**src/rtl/input_conditioner_if.sv**
```systemverilog
// Raw board inputs and conditioned outputs for the multiplier front end.
// master drives the raw side; slave is the conditioner.
interface input_conditioner_if #(
  parameter int S_WIDTH = 8
) ();
  logic               Run_n_raw;
  logic               ClearA_LoadB_n_raw;
  logic [S_WIDTH-1:0] S_raw;
  logic               Busy;
  logic               Run;
  logic               ClearA_LoadB;
  logic               Run_pulse;
  logic               ClearA_LoadB_pulse;
  logic [S_WIDTH-1:0] S;

  modport master (
    output Run_n_raw,
    output ClearA_LoadB_n_raw,
    output S_raw,
    output Busy,
    input  Run,
    input  ClearA_LoadB,
    input  Run_pulse,
    input  ClearA_LoadB_pulse,
    input  S
  );

  modport slave (
    input  Run_n_raw,
    input  ClearA_LoadB_n_raw,
    input  S_raw,
    input  Busy,
    output Run,
    output ClearA_LoadB,
    output Run_pulse,
    output ClearA_LoadB_pulse,
    output S
  );
endinterface

```
**src/rtl/input_conditioner.sv**
```systemverilog
// Key synchronizer/debouncer and Busy-gated operand register
// feeding the shift-add multiplier.
module input_conditioner #(
  parameter int DEBOUNCE_CYCLES = 500000,
  parameter int S_WIDTH         = 8
) (
  input logic                Clk,
  input logic                Reset,
  input_conditioner_if.slave io
);
  localparam int CNT_W = $clog2(DEBOUNCE_CYCLES + 1);
  localparam logic [CNT_W-1:0] CNT_LAST = CNT_W'(DEBOUNCE_CYCLES - 1);

  typedef enum logic [1:0] {
    RELEASED,
    PRESS_WAIT,
    PRESSED,
    RELEASE_WAIT
  } key_st_e;

  logic [1:0] raw;
  logic [1:0] q1;
  logic [1:0] q2;
  logic [1:0] lvl;
  logic [1:0] pls;

  logic [S_WIDTH-1:0] s1;
  logic [S_WIDTH-1:0] s2;
  logic [S_WIDTH-1:0] s_q;

  assign raw = {io.ClearA_LoadB_n_raw, io.Run_n_raw};

  // Keys sync to 1 (released) so reset never looks like a press
  always_ff @(posedge Clk) begin
    if (Reset) begin
      q1 <= '1;
      q2 <= '1;
      s1 <= '0;
      s2 <= '0;
      s_q <= '0;
    end else begin
      q1 <= raw;
      q2 <= q1;
      s1 <= io.S_raw;
      s2 <= s1;
      if (!io.Busy) s_q <= s2;
    end
  end

  for (genvar k = 0; k < 2; k++) begin : g_key
    key_st_e        st;
    key_st_e        st_nx;
    logic [CNT_W-1:0] cnt;
    logic [CNT_W-1:0] cnt_nx;
    logic           pls_q;
    logic           pls_nx;
    logic           p;

    assign p = ~q2[k];

    always_ff @(posedge Clk) begin
      if (Reset) begin
        st    <= RELEASED;
        cnt   <= '0;
        pls_q <= 1'b0;
      end else begin
        st    <= st_nx;
        cnt   <= cnt_nx;
        pls_q <= pls_nx;
      end
    end

    always_comb begin
      st_nx  = st;
      cnt_nx = cnt;
      pls_nx = 1'b0;
      unique case (st)
        RELEASED: begin
          if (p) begin
            st_nx  = PRESS_WAIT;
            cnt_nx = '0;
          end
        end
        PRESS_WAIT: begin
          if (!p) begin
            st_nx = RELEASED;
          end else if (cnt == CNT_LAST) begin
            st_nx  = PRESSED;
            pls_nx = 1'b1;
          end else begin
            cnt_nx = cnt + 1'b1;
          end
        end
        PRESSED: begin
          if (!p) begin
            st_nx  = RELEASE_WAIT;
            cnt_nx = '0;
          end
        end
        RELEASE_WAIT: begin
          if (p) begin
            st_nx = PRESSED;
          end else if (cnt == CNT_LAST) begin
            st_nx = RELEASED;
          end else begin
            cnt_nx = cnt + 1'b1;
          end
        end
        default: st_nx = RELEASED;
      endcase
    end

    assign lvl[k] = (st == PRESSED) || (st == RELEASE_WAIT);
    assign pls[k] = pls_q;
  end

  assign io.Run                = lvl[0];
  assign io.ClearA_LoadB       = lvl[1];
  assign io.Run_pulse          = pls[0];
  assign io.ClearA_LoadB_pulse = pls[1];
  assign io.S                  = s_q;
endmodule

```
**src/flat_wrapper.sv**
```systemverilog
// flat-port wrapper written by rule: the top's interface ports become plain ports
module input_conditioner_flat 
#(
  parameter int DEBOUNCE_CYCLES = 500000,
  parameter int S_WIDTH         = 8
)
  (Clk, Reset, io_Run_n_raw, io_ClearA_LoadB_n_raw, io_S_raw, io_Busy, io_Run, io_ClearA_LoadB, io_Run_pulse, io_ClearA_LoadB_pulse, io_S);
  input_conditioner_if #(.S_WIDTH(S_WIDTH)) io_i ();
  input logic Clk;
  input logic Reset;
  input wire logic [$bits(io_i.Run_n_raw)-1:0] io_Run_n_raw;
  input wire logic [$bits(io_i.ClearA_LoadB_n_raw)-1:0] io_ClearA_LoadB_n_raw;
  input wire logic [$bits(io_i.S_raw)-1:0] io_S_raw;
  input wire logic [$bits(io_i.Busy)-1:0] io_Busy;
  output wire logic [$bits(io_i.Run)-1:0] io_Run;
  output wire logic [$bits(io_i.ClearA_LoadB)-1:0] io_ClearA_LoadB;
  output wire logic [$bits(io_i.Run_pulse)-1:0] io_Run_pulse;
  output wire logic [$bits(io_i.ClearA_LoadB_pulse)-1:0] io_ClearA_LoadB_pulse;
  output wire logic [$bits(io_i.S)-1:0] io_S;
  assign io_i.Run_n_raw = io_Run_n_raw;
  assign io_i.ClearA_LoadB_n_raw = io_ClearA_LoadB_n_raw;
  assign io_i.S_raw = io_S_raw;
  assign io_i.Busy = io_Busy;
  assign io_Run = io_i.Run;
  assign io_ClearA_LoadB = io_i.ClearA_LoadB;
  assign io_Run_pulse = io_i.Run_pulse;
  assign io_ClearA_LoadB_pulse = io_i.ClearA_LoadB_pulse;
  assign io_S = io_i.S;
  input_conditioner #(.DEBOUNCE_CYCLES(DEBOUNCE_CYCLES), .S_WIDTH(S_WIDTH)) u_core (.Clk(Clk), .Reset(Reset), .io(io_i));
endmodule
```
**config.mk**
```make
export PLATFORM = sky130hd
export DESIGN_NAME = input_conditioner_flat
export DESIGN_NICKNAME = d
export VERILOG_FILES = /design/src/rtl/input_conditioner_if.sv /design/src/rtl/input_conditioner.sv /design/src/flat_wrapper.sv
export SDC_FILE = /design/constraint.sdc
export NUM_CORES = 1
export LEC_CHECK = 0
export ABC_AREA = 1
export CAP_MARGIN = 15
export CORE_UTILIZATION = 35
export CTS_BUF_LIST = sky130_fd_sc_hd__clkbuf_4
export DETAILED_ROUTE_END_ITERATION = 16
export GPL_ROUTABILITY_DRIVEN = 0
export PLACE_DENSITY = 0.57
export SYNTH_ARGS = -nofsm -noshare
export SYNTH_HDL_FRONTEND = slang
export SYNTH_SLANG_ARGS = --single-unit
export TNS_END_PERCENT = 30
```
**constraint.sdc**
```tcl
create_clock -name Clk -period 1.4 [get_ports Clk]
set_input_delay 0.35 -clock Clk [delete_from_list [all_inputs] [get_ports Clk]]
set_output_delay 0.35 -clock Clk [all_outputs]
set_load 0.1 [all_outputs]
```
; ---- After elaboration in Yosys (flattened, before gate mapping)
; Cells that the tools add are included.
[classes]
add_sub_neg = 2
eq_ne = 20
mux = 28
n_bitwise = 2
reduce_logical = 10
[op_table]
columns = cell, count
row1 = $mux 19, 10
row2 = $pmux 19 s4, 2
row3 = $add 19x1->19 const B, 2
row4 = $eq 19x19->1 const B, 2
row5 = $mux 2, 12
row6 = $pmux 2 s4, 2
row7 = $reduce_and 4->1, 4
row8 = $eq 2x2->1 const B, 4
row9 = $ne 2x1->1 const B, 4
row10 = $ne 2x2->1 const B, 4
row11 = $ne 3x1->1 const B, 2
row12 = $ne 3x3->1 const B, 2
row13 = $reduce_or 3->1, 2
row14 = $eq 2x1->1 const B, 2
row15 = $logic_not 2->1, 2
row16 = $logic_or 1x1->1, 2
row17 = $mux 1, 2
row18 = $not 1->1, 2
[word_totals]
register_bits = 72
out_inout_bits = 12
word_cells = 73

; ---- Logic depth before layout (Yosys ltp)
[depth]
word_depth = 4
ltp_mapped = 12
mapped_depth_nobuf = 11

; ---- Worst setup path after synthesis
; OpenSTA, ideal clock, no wires.
[synth_path]
path_type = register to output
from = register with a tool-made name
to = output port io_Run
arrival_time_ns = 1.213
slack_ns = -0.163
stages_incl_launch_ff = 2
n_path_buf = 1
cell_sequence = dfxtp_1 -> clkbuf_1
[synth_lines]
columns = element, line
row1 = end: declaration, flat_wrapper.sv:15  ; output wire logic [$bits(io_i.Run)-1:0] io_Run;

; ---- Final worst setup path
[layout_path]
from = register u_core.g_key[1].cnt[1]
to = register u_core.g_key[1].cnt[7]
[layout_between]
elab_chain_len = 4
word_cells_on_any_way = 6
cone_classes = add/sub (1) / eq/ne (1) / mux (4)
[layout_lines]
columns = element, line
row1 = start: declaration, input_conditioner.sv:53  ; logic [CNT_W-1:0] cnt;
row2 = start signal: assignment, input_conditioner.sv:68  ; cnt <= cnt_nx;
row3 = $add 19x1->19 / $eq 19x19->1 (equally long branches), -
row4 = $mux 19 *, "input_conditioner.sv:87, input_conditioner.sv:103"
row5 = $mux 19 (on tied branches), "input_conditioner.sv:101, input_conditioner.sv:85"
row6 = $pmux 19 s4 *, input_conditioner.sv:77  ; unique case (st)
; Mark *: on every way between the ends. The rest lies on a longest branch, timed or not. The select of a mux whose other input is x is not followed.
; A chain may end at the register's enable or synchronous reset.

==> metrics.md <==
| Metric | Value |
|---|---|
| Outcome | finished with violations |
| Failing checks | negative setup slack |
| Number of synthesized register bits | 72 |
| Post-route ant nets | 0 |
| Synth cell count leaders | nor2_1 (121), nand2_1 (120), inv_1 (75) |
| Initial core utilization | 36.8% |
| Fmax | 683 MHz |
| RSZ-0062 raised after global routing | yes |
| NetSw | 1130 uW |
| Final #Nets | 651 |
| Synth warn | 0 |
| Final WL | 8660 um |
| Clock root buffer | clkbuf_4 |
| Final Worst Setup Slack | -0.0652 ns |
| Final Hold Vio Count | 0 |
| Worst Max-Slew Pin Slew | 0.256 ns |
| Setup violators final | 15 |
| CP required | 1.77 ns |
| FP Rows | 35 |
| Critical path endpoint category | flip-flop |
| CP Max Fanout | 3 |
| TritonCTS clock tree | done |
| Hold WC Path Type | reg -> reg |
| Die ar. | 10300 um2 |
| First-pass GRT wire length | 14200 um |
| Clock latency on the worst-skew pair | 0.43 ns |
| Worst Hold Launch | u_core.s1[7] |
| Routed vias | 3460 |
| Mapped Cells | 522 |
| Area Growth Syn to Fin | 52.5% |
| Overall global routing resource usage | 17.5% |
| R2R Setup Slk | -0.07 ns |
| EDFF count, synth | 0 |
| Design Power | 3960 uW |
| Internal | 2830 uW |
| # fillers | 904 |
| CTS Buf Count | 9 |
| H-tree levels | 3 |
| Worst-path clk slew | 0.14 ns |
| CP Launch Type | flip-flop |
| Post-route cell area | 5260 um2 |
| Routed WL per cell | 11.2 um |
| Rel. slew slack | 82.9% |
| Pre-CTS setup slack | -0.393 ns |
| Most frequent cell after synthesis | nor2_1 |
| Initial drt markers | 105 |
| Core area | 9370 um2 |
| Distinct cell type count after synthesis | 30 |
| Pwr dens | 752 nW/um2 |
| Antenna diode count | 0 |
| Max cap viols | 0 |
| Worst path bufs/invs | 3 |
| Fin crit share | 105% |
| Grt ovf | 0 |
| Placed cells | 744 |
| Hold Path End | u_core.s2[7] |
| Worst path top cell family by delay | simple AND/OR/NAND/NOR gates |
| Crit path largest cell delay | 0.38 ns |
| R2R cell count | 10 |
| R2R Path End | u_core.g_key[1].cnt[7] |
| Register area share after synthesis | 41.8% |
| Pin count of the biggest net entering global routing | 20 |
| DPL Wire Length | 6040 um |
| Chip width | 101 um |
| Post-synth net total | 537 |
| Clk pwr share | 36.3% |
| Kind of critical path | reg -> reg |
| Clk buf depth | 2 |
| Skew final | 0.0172 ns |
| Worst path cell trace | buf_4 -> nand2_2 -> nor2_4 -> buf_6 -> buf_4 -> nand2_1 -> xor2_1 -> nor2_1 -> nand2_1 -> a21oi_2 |
| CP arrival | 1.84 ns |
| Buffers on Ports | 24 |
| FF-to-FF Start | u_core.g_key[1].cnt[1] |
| Sequential share of power | 53.5% |
| Hold-fix buffers, CTS | 0 |
| Share of cells above drive strength 1 | 38.4% |
| Max Slew Vio Count | 0 |
| Logic pwr share | 10.2% |
| Post-synth top area share | 41.8% |
| Vias in the first global route | 3247 |
| Post-Place Cell Area | 4530 um2 |
| Antenna violations before repair | 0 |
| IO Pins | 25 |
| Post-Syn Area | 3450 um2 |
| Drc violations | 0 |
| Async SR Flop Fraction | 0% |
| Worst IR Drop VDD | 0.000526 V |
| Commonest register cell after synthesis | dfxtp_1 |
| Slowest CP cell | dfxtp_2 |
| Die Y | 101 um |
| Lkg Pwr | 0.00222 uW |
| Vias per std cell | 4.49 |
| # clock sinks | 72 |
| Crit path time final | 1.47 ns |
| Most area-hungry cell type in the Yosys netlist | dfxtp_1 |
| Sw frac | 28.4% |
| Syn Area/Cell | 6.61 um2 |
| Post-layout util | 56.1% |
| Pre-antenna DRT Iters | 4 |
| Synth area leaders | dfxtp_1 (42%), nor2_1 (13%), nand2_1 (13%), inv_1 (8.2%), nand3_1 (4.4%) |
| Non-Filler Instances | 770 |
| Hold Crit Depth | 2 |
[flip-flops by register name (all words and copies together) (netlist names), named ones only]
register / cells
u_core.g_key.cnt: 38
u_core.g_key.st: 2
u_core.io.ClearA_LoadB_pulse: 1
u_core.io.Run_pulse: 1
u_core.io.S: 8
u_core.q1: 2
u_core.q2: 2
u_core.s1: 8
u_core.s2: 8
[final cells by class]
| class | instances | area, um2 | area share, % |
|---|---|---|---|
| clock buffers | 9 | 67.6 | 1.28 |
| clock inverters | 7 | 81.3 | 1.55 |
| inverters | 76 | 290 | 5.52 |
| multi-input cells | 361 | 2020 | 38.4 |
| flip-flops and latches | 72 | 1480 | 28.2 |
| well taps | 129 | 161 | 3.07 |
| repair buffers | 116 | 1150 | 21.9 |
[cells by family (layout without fill, tap and decap cells)]
| logic type | Yosys count | in the layout | synth area share, % |
|---|---|---|---|
| AO/OA/AOI/OAI | 33 | 33 | 5.48 |
| adder cells (fa/ha/maj) | 2 | 2 | 0.726 |
| AND/OR/NAND/NOR | 321 | 321 | 40.3 |
| buffers and inverters | 89 | 208 | 10.4 |
| XOR/XNOR | 5 | 5 | 1.27 |
| flip-flops | 72 | 72 | 41.8 |
[timing repair]
action / 4_1_cts / 5_1_grt
pin swaps: 17 / 39
gates resized for setup: 56 / 92
gates cloned: 0 / 0
setup endpoints to repair: 48 / 47
buffers inserted: 4 / 6
[stage by stage]
step,setup TNS [ns],hold WS [ns]
floorplan,-0.163,0.388
global placement,-11.45,0.393
detailed placement,-11.97,0.393
CTS,-0.693,0.394
global route,-2.95,0.404
finish,-0.429,0.400
[power groups by stage]
stage               Combinational (uW)  Sequential (uW)  Clock, uW
detailed placement                 367             2160          0
global route                       432             2120       1580
CTS                                378             2120       1470
floorplan                          117             2250          0
finish                             402             2120       1440
global placement                   366             2160          0
[worst reg2reg max path: cells and delay by family (launching register included)]
kind | cells | cell delay, ns
DFF | 1 | 0.38
and+or+nand+nor | 5 | 0.42
buffers and inverters | 3 | 0.35
AOI/OAI and AO/OA | 1 | 0.13
xor gates and xnor gates | 1 | 0.14
[layout by cell type (no fill, tap or decap), types with 6 or more instances in the layout]
cell and instances:
nor2_1 103, nand2_1 101, buf_4 74, inv_1 68, dfxtp_1 44, dfxtp_2 25, nand3_1 19, nand2_2 19
buf_12 16, nor2_4 14, nor2_2 14, buf_6 14, nand4_1 13, clkdlybuf4s50_1 12, o21ai_0 10, nor3_1 9
a21oi_2 9, clkbuf_4 9, nand3_2 8, inv_2 6
[worst max path at each step]
stage | startpoint | end | slack [ns] | depth (start not counted)
6_report | u_core.g_key[1].cnt[1] | u_core.g_key[1].cnt[7] | -0.07 | 10
5_1_grt | u_core.g_key[1].cnt[0] | u_core.g_key[1].cnt[14] | -0.15 | 11
4_1_cts | u_core.g_key[1].cnt[1] | u_core.g_key[1].cnt[16] | -0.1 | 11
3_5_place_dp | u_core.g_key[1].cnt[0] | u_core.g_key[1].cnt[3] | -0.39 | 10
3_3_place_gp | u_core.g_key[1].cnt[0] | u_core.g_key[1].cnt[18] | -0.37 | 9
2_1_floorplan | u_core.g_key[0].cnt[0] | u_core.g_key[0].cnt[13] | -0.05 | 10
[routing by layer]
metal	wire length, um	part of all wire, %	GRT usage, %	vias to the layer above
li1	-	-	-	1843
met3	214	2.5	2.55	10
met5	0	0	0	-
met2	4400	51	30.9	49
met4	138	1.6	6.91	0
met1	3910	45	21.2	1558
Power figures use the tool's default switching activity.
